File: src/rtl/unified_mem_arbiter_if.sv
// Requester and memory-side signals of the unified memory arbiter.
// slave = arbiter side, master = requesters plus memory macro.
interface unified_mem_arbiter_if #(
   parameter int AddressWidth = 10,
   parameter int DataWidth    = 32
);
   localparam int BeWidth = DataWidth / 8;

   logic                    if_req_i;
   logic [AddressWidth-1:0] if_addr_i;
   logic                    if_gnt_o;
   logic                    if_rvalid_o;
   logic [DataWidth-1:0]    if_rdata_o;

   logic                    dm_req_i;
   logic                    dm_we_i;
   logic [BeWidth-1:0]      dm_be_i;
   logic [AddressWidth-1:0] dm_addr_i;
   logic [DataWidth-1:0]    dm_wdata_i;
   logic                    dm_gnt_o;
   logic                    dm_rvalid_o;
   logic [DataWidth-1:0]    dm_rdata_o;

   logic                    mem_req_o;
   logic                    mem_we_o;
   logic [BeWidth-1:0]      mem_be_o;
   logic [AddressWidth-1:0] mem_addr_o;
   logic [DataWidth-1:0]    mem_wdata_o;
   logic [DataWidth-1:0]    mem_rdata_i;

   modport slave (
      input  if_req_i, if_addr_i,
      output if_gnt_o, if_rvalid_o, if_rdata_o,
      input  dm_req_i, dm_we_i, dm_be_i, dm_addr_i, dm_wdata_i,
      output dm_gnt_o, dm_rvalid_o, dm_rdata_o,
      output mem_req_o, mem_we_o, mem_be_o, mem_addr_o, mem_wdata_o,
      input  mem_rdata_i
   );

   modport master (
      output if_req_i, if_addr_i,
      input  if_gnt_o, if_rvalid_o, if_rdata_o,
      output dm_req_i, dm_we_i, dm_be_i, dm_addr_i, dm_wdata_i,
      input  dm_gnt_o, dm_rvalid_o, dm_rdata_o,
      input  mem_req_o, mem_we_o, mem_be_o, mem_addr_o, mem_wdata_o,
      output mem_rdata_i
   );
endinterface

File: src/rtl/unified_mem_arbiter.sv
// Shares one single-port memory between instruction fetch (IF) and load/store (DM).
// Define ARB_ROUND_ROBIN_EN for round-robin conflict resolution; default is DM-over-IF priority.
//
// state   | meaning
// IDLE    | no access outstanding, grant window open
// WAIT    | access outstanding; cnt == 0 is the response cycle (grant window open again)
module unified_mem_arbiter #(
   parameter int AddressWidth = 10,
   parameter int DataWidth    = 32,
   parameter int MemLatency   = 1
) (
   input  logic                  clk_i,
   input  logic                  rst_ni,
   unified_mem_arbiter_if.slave  bus
);
   localparam int CntW = (MemLatency > 1) ? $clog2(MemLatency) : 1;
   localparam logic [CntW-1:0] CntLoad = CntW'(MemLatency - 1);
   localparam logic OwnIf = 1'b0;
   localparam logic OwnDm = 1'b1;

   if (MemLatency < 1) begin : g_bad_latency
      $fatal(1, "unified_mem_arbiter: MemLatency must be >= 1");
   end

   typedef enum logic {ST_IDLE, ST_WAIT} state_t;

   state_t           state;
   logic [CntW-1:0]  cnt;
   logic             owner;
   logic             owner_we;

   logic                    resp_cycle;
   logic                    window;
   logic                    dm_wins;
   logic                    gnt_if;
   logic                    gnt_dm;
   logic [AddressWidth-1:0] addr_sel;
   logic [DataWidth-1:0]    wdata_sel;

   assign resp_cycle = (state == ST_WAIT) && (cnt == '0);
   // Gating with rst_ni keeps every output low while reset is held.
   assign window     = rst_ni && ((state == ST_IDLE) || resp_cycle);

`ifdef ARB_ROUND_ROBIN_EN
   logic last_owner;
   assign dm_wins = bus.dm_req_i && (!bus.if_req_i || (last_owner == OwnIf));
`else
   assign dm_wins = bus.dm_req_i;
`endif

   assign gnt_dm    = window && dm_wins;
   assign gnt_if    = window && bus.if_req_i && !dm_wins;
   assign addr_sel  = gnt_dm ? bus.dm_addr_i : (gnt_if ? bus.if_addr_i : '0);
   assign wdata_sel = gnt_dm ? bus.dm_wdata_i : '0;

   assign bus.if_gnt_o    = gnt_if;
   assign bus.dm_gnt_o    = gnt_dm;
   assign bus.mem_req_o   = gnt_if || gnt_dm;
   assign bus.mem_we_o    = gnt_dm && bus.dm_we_i;
   assign bus.mem_be_o    = gnt_dm ? bus.dm_be_i : '0;
   assign bus.mem_addr_o  = addr_sel;
   assign bus.mem_wdata_o = wdata_sel;

   assign bus.if_rvalid_o = resp_cycle && (owner == OwnIf);
   assign bus.dm_rvalid_o = resp_cycle && (owner == OwnDm);
   assign bus.if_rdata_o  = bus.if_rvalid_o ? bus.mem_rdata_i : '0;
   assign bus.dm_rdata_o  = (bus.dm_rvalid_o && !owner_we) ? bus.mem_rdata_i : '0;

   always_ff @(posedge clk_i or negedge rst_ni) begin
      if (!rst_ni) begin
         state    <= ST_IDLE;
         cnt      <= '0;
         owner    <= OwnIf;
         owner_we <= 1'b0;
`ifdef ARB_ROUND_ROBIN_EN
         last_owner <= OwnIf;
`endif
      end else begin
         if (gnt_if || gnt_dm) begin
            state    <= ST_WAIT;
            cnt      <= CntLoad;
            owner    <= gnt_dm ? OwnDm : OwnIf;
            owner_we <= gnt_dm && bus.dm_we_i;
`ifdef ARB_ROUND_ROBIN_EN
            last_owner <= gnt_dm ? OwnDm : OwnIf;
`endif
         end else if (resp_cycle) begin
            state <= ST_IDLE;
         end else if (state == ST_WAIT) begin
            cnt <= cnt - 1'b1;
         end
      end
   end
endmodule

File: src/flat_wrapper.sv
// flat-port wrapper written by rule: the top's interface ports become plain ports
module unified_mem_arbiter_flat 
#(
   parameter int AddressWidth = 10,
   parameter int DataWidth    = 32,
   parameter int MemLatency   = 1
)
  (clk_i, rst_ni, bus_if_req_i, bus_if_addr_i, bus_if_gnt_o, bus_if_rvalid_o, bus_if_rdata_o, bus_dm_req_i, bus_dm_we_i, bus_dm_be_i, bus_dm_addr_i, bus_dm_wdata_i, bus_dm_gnt_o, bus_dm_rvalid_o, bus_dm_rdata_o, bus_mem_req_o, bus_mem_we_o, bus_mem_be_o, bus_mem_addr_o, bus_mem_wdata_o, bus_mem_rdata_i);
  unified_mem_arbiter_if #(.AddressWidth(AddressWidth), .DataWidth(DataWidth)) bus_i ();
  input  logic clk_i;
  input  logic rst_ni;
  input wire logic [$bits(bus_i.if_req_i)-1:0] bus_if_req_i;
  input wire logic [$bits(bus_i.if_addr_i)-1:0] bus_if_addr_i;
  output wire logic [$bits(bus_i.if_gnt_o)-1:0] bus_if_gnt_o;
  output wire logic [$bits(bus_i.if_rvalid_o)-1:0] bus_if_rvalid_o;
  output wire logic [$bits(bus_i.if_rdata_o)-1:0] bus_if_rdata_o;
  input wire logic [$bits(bus_i.dm_req_i)-1:0] bus_dm_req_i;
  input wire logic [$bits(bus_i.dm_we_i)-1:0] bus_dm_we_i;
  input wire logic [$bits(bus_i.dm_be_i)-1:0] bus_dm_be_i;
  input wire logic [$bits(bus_i.dm_addr_i)-1:0] bus_dm_addr_i;
  input wire logic [$bits(bus_i.dm_wdata_i)-1:0] bus_dm_wdata_i;
  output wire logic [$bits(bus_i.dm_gnt_o)-1:0] bus_dm_gnt_o;
  output wire logic [$bits(bus_i.dm_rvalid_o)-1:0] bus_dm_rvalid_o;
  output wire logic [$bits(bus_i.dm_rdata_o)-1:0] bus_dm_rdata_o;
  output wire logic [$bits(bus_i.mem_req_o)-1:0] bus_mem_req_o;
  output wire logic [$bits(bus_i.mem_we_o)-1:0] bus_mem_we_o;
  output wire logic [$bits(bus_i.mem_be_o)-1:0] bus_mem_be_o;
  output wire logic [$bits(bus_i.mem_addr_o)-1:0] bus_mem_addr_o;
  output wire logic [$bits(bus_i.mem_wdata_o)-1:0] bus_mem_wdata_o;
  input wire logic [$bits(bus_i.mem_rdata_i)-1:0] bus_mem_rdata_i;
  assign bus_i.if_req_i = bus_if_req_i;
  assign bus_i.if_addr_i = bus_if_addr_i;
  assign bus_if_gnt_o = bus_i.if_gnt_o;
  assign bus_if_rvalid_o = bus_i.if_rvalid_o;
  assign bus_if_rdata_o = bus_i.if_rdata_o;
  assign bus_i.dm_req_i = bus_dm_req_i;
  assign bus_i.dm_we_i = bus_dm_we_i;
  assign bus_i.dm_be_i = bus_dm_be_i;
  assign bus_i.dm_addr_i = bus_dm_addr_i;
  assign bus_i.dm_wdata_i = bus_dm_wdata_i;
  assign bus_dm_gnt_o = bus_i.dm_gnt_o;
  assign bus_dm_rvalid_o = bus_i.dm_rvalid_o;
  assign bus_dm_rdata_o = bus_i.dm_rdata_o;
  assign bus_mem_req_o = bus_i.mem_req_o;
  assign bus_mem_we_o = bus_i.mem_we_o;
  assign bus_mem_be_o = bus_i.mem_be_o;
  assign bus_mem_addr_o = bus_i.mem_addr_o;
  assign bus_mem_wdata_o = bus_i.mem_wdata_o;
  assign bus_i.mem_rdata_i = bus_mem_rdata_i;
  unified_mem_arbiter #(.AddressWidth(AddressWidth), .DataWidth(DataWidth), .MemLatency(MemLatency)) u_core (.clk_i(clk_i), .rst_ni(rst_ni), .bus(bus_i));
endmodule
File: config.mk
export PLATFORM = sky130hd
export DESIGN_NAME = unified_mem_arbiter_flat
export DESIGN_NICKNAME = d
export VERILOG_FILES = /design/src/rtl/unified_mem_arbiter_if.sv /design/src/rtl/unified_mem_arbiter.sv /design/src/flat_wrapper.sv
export SDC_FILE = /design/constraint.sdc
export NUM_CORES = 1
export LEC_CHECK = 0
export ABC_CLOCK_PERIOD_IN_PS = 1600
export BUFFER_PORTS_ARGS = -buffer_cell sky130_fd_sc_hd__buf_2
export CAP_MARGIN = 10
export CORE_AREA = 2 2 82 84
export DETAILED_ROUTE_END_ITERATION = 8
export DIE_AREA = 0 0 84 86
export PLACE_DENSITY = 0.64
export SETUP_SLACK_MARGIN = 0.5
export SLEW_MARGIN = 10
export SYNTH_ARGS = -nofsm -noshare
export SYNTH_HDL_FRONTEND = slang
export SYNTH_SLANG_ARGS = --single-unit
File: constraint.sdc
create_clock -name clk_i -period 1.6 [get_ports clk_i]
set_input_delay 0.24 -clock clk_i [delete_from_list [all_inputs] [get_ports clk_i]]
set_output_delay 0.24 -clock clk_i [all_outputs]
set_load 0.005 [all_outputs]
==> results of run 1 <==
==> cell usage after synthesis <==
master and n:
nor2b_4 1, o21ai_2 1, nand2b_1 1, dfrtp_1 4, and3_1 37, clkbuf_1 5, nor3b_1 1, nand2_1 2
nor3_2 1, a21boi_1 1, inv_1 1, nor3b_2 1, and2_1 65, and3b_1 1, a22o_1 10, a21bo_1 1
inv_2 1, a21o_1 1, buf_2 11, o21ai_0 1
==> power by group <==
part,switching [mW],internal (mW),leakage [nW]
Clock,0.0492,0.160,0.0216
Combinational,0.208,0.311,1.60
Sequential,0.00766,0.109,0.0487
Total,0.265,0.580,1.67
==> routing by layer <==
layer,vias to the layer above,part of all wire [%],wire length (um)
li1,928,-,-
met1,826,35,1735
met2,129,54,2703
met3,4,11,545
met4,0,0.80,40
met5,-,0,0
==> timing repair <==
action / 4_1_cts / 5_1_grt
pin swaps: 3 / 2
setup buffers: 6 / 2
setup endpoints to repair: 120 / 120
cloned: 3 / 2
hold buffers: 1 / 0
gates resized for setup: 18 / 12
hold endpoints to repair: 4 / 0
==> worst max-delay path, delay by kind of cell (launching register included) <==
kind	cells	cell delay (ns)
flops	1	0.43
buf+inv	4	0.45
compound gates	1	0.21
simple gates	1	0.18
==> cell usage in the layout (no fill, tap or decap) <==
cell type,netlist,routed
and2_4,0,3
dlygate4sd3_1,0,1
buf_12,0,2
buf_16,0,2
clkbuf_8,0,3
and3_1,37,33
and3_4,0,4
inv_2,1,1
nand2b_1,1,1
and2_1,65,63
o21ai_2,1,1
nor3_4,0,1
buf_2,11,203
buf_6,0,11
dfrtp_2,0,1
nor3b_2,1,2
buf_4,0,7
a21bo_1,1,1
buf_8,0,1
and3b_1,1,1
a22o_1,10,10
o21ai_0,1,1
nand2_1,2,2
dfrtp_1,4,3
a21boi_2,0,1
a21o_1,1,1
inv_1,1,1
nor2b_4,1,1
==> worst max-delay path by stage <==
stage	startpoint	to	slack, ns	cells past startpoint
2_1_floorplan	u_core.cnt	bus_dm_rdata_o[10]	0.26	4
3_3_place_gp	u_core.cnt	bus_dm_rdata_o[23]	0.13	5
3_5_place_dp	u_core.state	bus_mem_addr_o[7]	0.09	4
4_1_cts	u_core.cnt	bus_dm_rdata_o[23]	-0.11	5
5_1_grt	u_core.cnt	bus_dm_rdata_o[5]	-0.19	5
6_report	u_core.cnt	bus_mem_wdata_o[10]	-0.12	6
==> flip-flops by register name, indices dropped and copies added (netlist names) <==
name	count
u_core.cnt	1
u_core.owner	1
u_core.owner_we	1
u_core.state	1
==> cell type report <==
cell class | count | area [um2]
repair buffers | 227 | 1313
fillers | 656 | 3839
clock buffers | 3 | 41.29
multi-input cells | 126 | 879.6
flip-flops and latches | 4 | 101.3
inverters | 2 | 7.507
well taps | 77 | 96.34
==> cell families (layout without fill, tap and decap cells) <==
group / after synthesis / count (layout)
AND/OR/NAND/NOR: 110 / 111
buffers and inverters: 18 / 232
AO/OA/AOI/OAI: 15 / 15
flip-flops: 4 / 4
==> through the flow <==
stage                     instance area [um2]  hold WS [ns]  setup WS [ns]  power [mW]
after detailed placement                 2140       0.05460        0.09262      0.5707
after global routing                     2439        0.3228        -0.1892      0.9100
after global placement                   2140       0.05335         0.1344      0.5652
after CTS                                2360        0.2920        -0.1134      0.8378
final                                    2439        0.2942        -0.1210      0.8456
after floorplan                          1032      -0.05559         0.2622      0.3091
==> results_tabular.tex, run 1 <==
\begin{tabular}{lr}
\hline
Metric & Value \\
\hline
\multicolumn{2}{l}{\textbf{Outcome}} \\
Run status & finished, violations left \\
Failing checks & setup timing \\
\multicolumn{2}{l}{\textbf{Worst setup path}} \\
Arrival time of data at the critical path endpoint & 1.48 ns \\
Required time worst endpoint & 1.36 ns \\
Worst r2r dst & u\_core.owner\_we \\
Largest fanout on the critical path & 5 \\
CP dominant cell by count & buf\_6 \\
Reg-to-reg critical path startpoint & u\_core.cnt \\
Critical Path Start Type & flop \\
Delay of the slowest critical-path stage & between 0.4 and 0.5 ns \\
Crit path cell chain & a21boi\_2, buf\_6, buf\_6, buf\_8, and3\_4, buf\_6 \\
Reg-to-reg slack, setup & between 0.3 and 0.4 ns \\
Slowest stage cell on the critical path & dfrtp\_2 \\
Kind of critical path & flop to output port \\
Depth of the worst register-to-register path & 5 \\
Type of destination of the critical path & output port \\
\multicolumn{2}{l}{\textbf{STA}} \\
Total negative setup slack & -5.225 ns \\
Setup repair after global routing missed its margin & yes \\
Total count of max-transition violations in the final report & 0 \\
Post-layout worst setup margin & -0.1210 ns \\
Period utilisation layout & 107.6\% \\
Top achievable clock speed & slightly below 600 MHz \\
Worst rel slew slack & 83.45\% \\
Final number of setup-violating endpoints & 82 \\
Clock period minus final worst setup slack & 1.721 ns \\
Maximum clock skew at final layout & roughly 0.0017 ns \\
Final count of hold timing violations & 0 \\
Slew at the pin closest to its max-slew limit & 0.2472 ns \\
\multicolumn{2}{l}{\textbf{GRT}} \\
Met2 track demand over resource & around a quarter \\
Met1 usage in global routing & 13.05\% \\
Number of antenna violations at the first check in global routing & 0 \\
Grt peak-use layer & met2 \\
Aggregate global routing overflow & 0 \\
Largest net degree at the start of global routing & 33 \\
Via count of the first global-routing pass & 1642 \\
Wire length of the first global-routing pass & 7521 um \\
GR met3 Demand/Resource & 2.791\% \\
GRT Overall Usage & between 10\% and 20\% \\
\multicolumn{2}{l}{\textbf{Layout}} \\
Count of antenna diodes in the layout & 0 \\
Fraction of final layout cells sized beyond drive strength 1 & 67.40\% \\
Layout net count & 457 \\
Layout Cells excl Fill & between 400 and 500 \\
Final cell utilization of the core & 38.85\% \\
Synthesis-to-layout area growth & 140.9\% \\
\multicolumn{2}{l}{\textbf{Flow run}} \\
Max\_cap viols & 0 \\
\multicolumn{2}{l}{\textbf{Yosys}} \\
Adder-cell share of the synthesized area & 0\% \\
Xor-xnor portion of the synthesized cell area & 0\% \\
Count of distinct cell types in the synthesized netlist & 20 \\
Netlist area before placement & 1012 um2 \\
Total number of yosys warnings & 0 \\
Post-synth top area cell & and2\_1 \\
Average footprint of a synthesized cell & 6.886 um2 \\
Main area contributors after synthesis & and2\_1 40\%, and3\_1 23\%, dfrtp\_1 9.9\% \\
Largest family of logic cells by synthesized area & simple AND/OR/NAND/NOR gates \\
Share of synthesized area spent on multiplexers & 0\% \\
Yosys top cell area share & 40.17\% \\
Area fraction in compound gates after synthesis & 12.48\% \\
Synthesized netlist net count & 240 \\
Post-synthesis sequential element count & 4 \\
Share of synthesized cell area in and, or, nand and nor gates & 69.59\% \\
Sequential element share of the synthesized area & 9.889\% \\
Mapped Cells & $\sim$150 \\
\multicolumn{2}{l}{\textbf{Floorplanning}} \\
\# rows & 29 \\
Initial standard-cell utilization of the core & 16.13\% \\
Die Y & 86 um \\
Chip width & 84 um \\
Top-Level Pins & 209 \\
Die ar. & 7224 um2 \\
Core footprint & 6277 um2 \\
\multicolumn{2}{l}{\textbf{Clock tree}} \\
H-Tree Depth & 1 \\
Clock latency on the worst-skew pair & $\sim$0.22 ns \\
Total CTS buffers & 3 \\
Buffer type at the clock tree root & clkbuf\_8 \\
Post-CTS clock slew at the launch and capture registers of the worst setup and hold paths & 0.03 ns \\
Clock buffer depth & 2 \\
Clock tree from TritonCTS & yes \\
CTS sink cnt & 4 \\
\multicolumn{2}{l}{\textbf{Power}} \\
Highest ir drop seen on vdd & 0.1587 mV \\
Leak & 1.673 nW \\
Ratio of total power to cell area & 346.7 nW/um2 \\
\multicolumn{2}{l}{\textbf{Routing}} \\
Post-route antenna net violation count & 0 \\
Post-route DRC violation count & 0 \\
First-iteration detailed-routing DRC count & 28 \\
Post-detailed-routing wire length & between 5000 and 6000 um \\
First-pass detailed-route iteration total & 4 \\
Via-to-Cell Ratio & 4.298 \\
Final routed wire length divided by cell count & 11.45 um \\
Vias post-DR & 1887 \\
\multicolumn{2}{l}{\textbf{Placed design}} \\
Input/output buffers & 208 \\
Detailed placement HPWL & 3990 um \\
Global placement routability congestion & 0.7183 \\
Inst Count DP & 422 \\
\multicolumn{2}{l}{\textbf{Hold path}} \\
Min-delay worst type & primary input to flop \\
Worst Hold Path EP & u\_core.state \\
Cell depth of the worst hold path & 3 \\
Critical hold path startpoint & bus\_if\_req\_i \\
\hline
\end{tabular}
Note: power is estimated with default switching activity, not from simulation.
==> run 2, diff against run 1 <==
--- a/config.mk
+++ b/config.mk
@@ -5,13 +5,14 @@
 export SDC_FILE = /design/constraint.sdc
 export NUM_CORES = 1
 export LEC_CHECK = 0
+export ABC_AREA = 1
 export ABC_CLOCK_PERIOD_IN_PS = 1600
 export BUFFER_PORTS_ARGS = -buffer_cell sky130_fd_sc_hd__buf_2
 export CAP_MARGIN = 10
 export CORE_AREA = 2 2 82 84
 export DETAILED_ROUTE_END_ITERATION = 8
 export DIE_AREA = 0 0 84 86
-export PLACE_DENSITY = 0.64
+export PLACE_DENSITY = 0.67
 export SETUP_SLACK_MARGIN = 0.5
 export SLEW_MARGIN = 10
 export SYNTH_ARGS = -nofsm -noshare
==> run 2 against run 1 <==
Effect of this change: the run now ends clean; largest cell class unchanged; routed wire length is 9.0% higher; synthesized cell count is 63% higher; critical path type unchanged; utilization is 5.6 points higher; largest power group unchanged; highest routed layer is now met3; first-iteration DRC count is 11% higher; synthesized area is 15% higher; clock skew hardly changed.
==> results_tabular.tex, run 2 <==
\begin{tabular}{lr}
\hline
Metric & Value \\
\hline
\multicolumn{2}{l}{\textbf{Outcome}} \\
Run status & finished clean \\
\multicolumn{2}{l}{\textbf{Routing}} \\
Via-to-Cell Ratio & 3.970 (-7.6\%) \\
Post-detailed-routing wire length & 5476 um (+9.0\%) \\
Vias post-DR & 2104 (+11\%) \\
Post-route DRC violation count & 0 (unchanged) \\
First-pass detailed-route iteration total & 5 (+1) \\
Post-route antenna net violation count & 0 (unchanged) \\
Final routed wire length divided by cell count & 10.33 um (-9.7\%) \\
First-iteration detailed-routing DRC count & 31 (+11\%) \\
\multicolumn{2}{l}{\textbf{Hold path}} \\
Min-delay worst type & primary input to flop \\
\multicolumn{2}{l}{\textbf{Yosys}} \\
Netlist area before placement & 1167 um2 (+15\%) \\
Sequential element share of the synthesized area & 8.574\% (-1.3 points) \\
Total number of yosys warnings & 0 (unchanged) \\
Count of distinct cell types in the synthesized netlist & 14 (-30\%) \\
Synthesized netlist net count & 333 (+39\%) \\
Top flip-flop cell by instance count after synthesis & dfrtp\_1 \\
Most common library cells after synthesis & 85 x inv\_1, 71 x nor2\_1, 31 x nor2\_2 \\
Average footprint of a synthesized cell & 4.864 um2 (-29\%) \\
Fraction of registers with async set or reset after synthesis & 100.0\% (unchanged) \\
Post-synthesis sequential element count & 4 (unchanged) \\
Number of synthesized flops with an enable pin & 0 (unchanged) \\
Post-synth top area cell & inv\_1 \\
Main area contributors after synthesis & inv\_1 27\%, nor2\_1 23\%, nor2\_2 17\% \\
Yosys top cell area share & 27.33\% (-13 points) \\
Mapped Cells & 240 (+63\%) \\
Most used standard cell by instance count after synthesis & inv\_1 \\
\multicolumn{2}{l}{\textbf{Layout}} \\
Synthesis-to-layout area growth & 138.8\% \\
Fraction of final layout cells sized beyond drive strength 1 & 67.55\% (+0.15 points) \\
Commonest non-fill, non-tap cell in the layout & buf\_2 \\
Count of antenna diodes in the layout & 0 (unchanged) \\
Layout net count & 548 (+20\%) \\
Final cell utilization of the core & 44.41\% (+5.6 points) \\
Sequential standard cell area & 100.1 um2 (-1.2\%) \\
Commonest non-fill, non-tap cells in the layout & 203 x buf\_2, 83 x inv\_1, 42 x nor2\_1, 32 x nor2\_2, 28 x nor2\_4 \\
Layout Cells excl Fill & 530 (+21\%) \\
Area of the multi-input gates & 922.1 um2 (+4.8\%) \\
Filler cells & 655 (-0.15\%) \\
Post-layout instance area & 2788 um2 (+14\%) \\
\multicolumn{2}{l}{\textbf{Power}} \\
Net switching component of the power & 0.4034 mW (+52\%) \\
Gate power share & 68.1\% (+6.7 points) \\
Fraction of power consumed by the clock network & 20.5\% (-4.3 points) \\
Internal cell power & 0.5973 mW (+2.9\%) \\
Design Power & 1.001 mW (+18\%) \\
Net switching fraction of the power & 40.31\% (+8.9 points) \\
Highest ir drop seen on vdd & 0.3314 mV (+110\%) \\
Ratio of total power to cell area & 359.0 nW/um2 (+3.5\%) \\
Leak & 1.937 nW (+16\%) \\
Portion of total power attributed to sequential cells & 11.4\% (-2.4 points) \\
\multicolumn{2}{l}{\textbf{GRT}} \\
Largest net degree at the start of global routing & 40 (+21\%) \\
Via count of the first global-routing pass & 1781 (+8.5\%) \\
Number of antenna violations at the first check in global routing & 0 (unchanged) \\
Met1 usage in global routing & 11.97\% (-1.1 points) \\
GR met3 Demand/Resource & 3.080\% (+0.29 points) \\
Aggregate global routing overflow & 0 (unchanged) \\
Grt peak-use layer & met2 \\
Wire length of the first global-routing pass & 7479 um (-0.56\%) \\
GRT Overall Usage & 12.06\% (-0.44 points) \\
Met2 track demand over resource & 25.24\% (+0.15 points) \\
\multicolumn{2}{l}{\textbf{Floorplanning}} \\
Top-Level Pins & 209 (unchanged) \\
Die Y & 86 um (unchanged) \\
Initial standard-cell utilization of the core & 18.60\% (+2.5 points) \\
Die ar. & 7224 um2 (unchanged) \\
\# rows & 29 (unchanged) \\
Chip width & 84 um (unchanged) \\
Core footprint & 6277 um2 (unchanged) \\
\multicolumn{2}{l}{\textbf{Clock tree}} \\
H-Tree Depth & 1 (unchanged) \\
CTS sink cnt & 4 (unchanged) \\
Total CTS buffers & 3 (unchanged) \\
Buffer type at the clock tree root & clkbuf\_8 \\
Clock tree from TritonCTS & yes \\
Post-CTS clock slew at the launch and capture registers of the worst setup and hold paths & 0.03 ns (about the same) \\
Clock latency on the worst-skew pair & 0.21 ns (about the same) \\
Clock buffer depth & 2 (unchanged) \\
\multicolumn{2}{l}{\textbf{STA}} \\
Total negative setup slack & 0 ns (+5.225 ns) \\
Total count of max-transition violations in the final report & 0 (unchanged) \\
Setup repair after global routing missed its margin & yes \\
Post-layout worst setup margin & 0.01473 ns (+0.1358 ns) \\
Period utilisation layout & 99.08\% (-8.5 points) \\
Maximum clock skew at final layout & 0.001222 ns (-0.0004879 ns) \\
Final number of setup-violating endpoints & 0 (-100\%) \\
Clock period minus final worst setup slack & 1.585 ns (-0.1358 ns) \\
Worst rel slew slack & 84.50\% (+1.1 points) \\
Slew at the pin closest to its max-slew limit & 0.2324 ns (-0.01479 ns) \\
Final worst hold slack & 0.3648 ns (+0.07057 ns) \\
Final count of hold timing violations & 0 (unchanged) \\
Top achievable clock speed & 630.8 MHz (+8.6\%) \\
\multicolumn{2}{l}{\textbf{Placed design}} \\
Pre-CTS setup slack & 0.2533 ns (+0.1607 ns) \\
Input/output buffers & 208 (unchanged) \\
Placed inst area & 2401 um2 (+12\%) \\
Inst Count DP & 517 (+23\%) \\
Detailed placement HPWL & 4165 um (+4.4\%) \\
Global placement routability congestion & 0.7438 (+3.6\%) \\
\multicolumn{2}{l}{\textbf{Worst setup path}} \\
Arrival time of data at the critical path endpoint & 1.35 ns (-0.13 ns) \\
Reg-to-reg slack, setup & 0.43 ns (+0.11 ns) \\
Type of destination of the critical path & output port \\
Critical Path Start Type & flop \\
Largest fanout on the critical path & 8 (+3) \\
Kind of critical path & flop to output port \\
Required time worst endpoint & 1.36 ns (about the same) \\
\multicolumn{2}{l}{\textbf{Flow run}} \\
Max\_cap viols & 0 (unchanged) \\
\hline
\end{tabular}
[run 2: changes by cell type after synthesis, moves of 5 or more]
cell	change
a22o_1	-10
and2_1	-65
and3_1	-37
clkbuf_1	-5
inv_1	+84
nand4_1	+11
nor2_1	+71
nor2_2	+31
o21ai_0	+9
[run 2: per-layer routing]
layer / vias to the layer above / part of all wire (%) / wire length [um]
met5: - / 0 / 0
met4: 0 / 0 / 0
met3: 0 / 9.2 / 505
met2: 114 / 56 / 3085
met1: 901 / 34 / 1885
li1: 1089 / - / -
[run 2: worst max-delay path: stages, from the launching register on]
cell,delay [ns]
dfrtp_1,0.38
inv_2,0.07
nand2_2,0.06
nor2_4,0.13
nand2_4,0.10
clkbuf_16,0.20
nor2_4,0.08
buf_2,0.11
[run 2: repair_timing]
item,in CTS,in global routing
setup buffers,1,3
pin swaps,1,3
setup endpoints to repair,117,119
hold endpoints to repair,4,0
hold buffers,1,0
gates cloned,0,5
resized for setup,6,47
[run 2: cells by family (layout without fill, tap and decap cells)]
family	Yosys count	in the layout	synth area share [%]
AOI/OAI and AO/OA	10	10	4.287
buffers and inverters	100	313	35.80
DFF	4	4	8.575
and+or+nand+nor	126	126	51.34
[run 2: area by class of cell]
type,instances,share of cell area [%]
Timing Repair Buffer,224,46.72
Tap cell,77,3.456
Inverter,86,11.67
Multi-Input combinational cell,136,33.08
Sequential cell,4,3.591
Clock buffer,3,1.481
[run 2: power by group through the flow]
stage	registers, mW	logic, mW	clock network, mW
after floorplan	0.114	0.300	0
after global placement	0.115	0.558	0
after detailed placement	0.115	0.566	0
after CTS	0.114	0.576	0.213
after global routing	0.115	0.750	0.225
final	0.114	0.681	0.205
[run 2: final timing paths]
kind | from | to | depth (start not counted)
setup / recovery | u_core.cnt | bus_dm_rdata_o[22] | 7
hold / removal | bus_dm_we_i | u_core.owner_we | 4
setup reg to reg | u_core.state | u_core.owner_we | 5
hold reg to reg | u_core.owner | u_core.owner | 2
max in group asynchronous | rst_ni | u_core.owner | 2
min in group asynchronous | rst_ni | u_core.cnt | 2
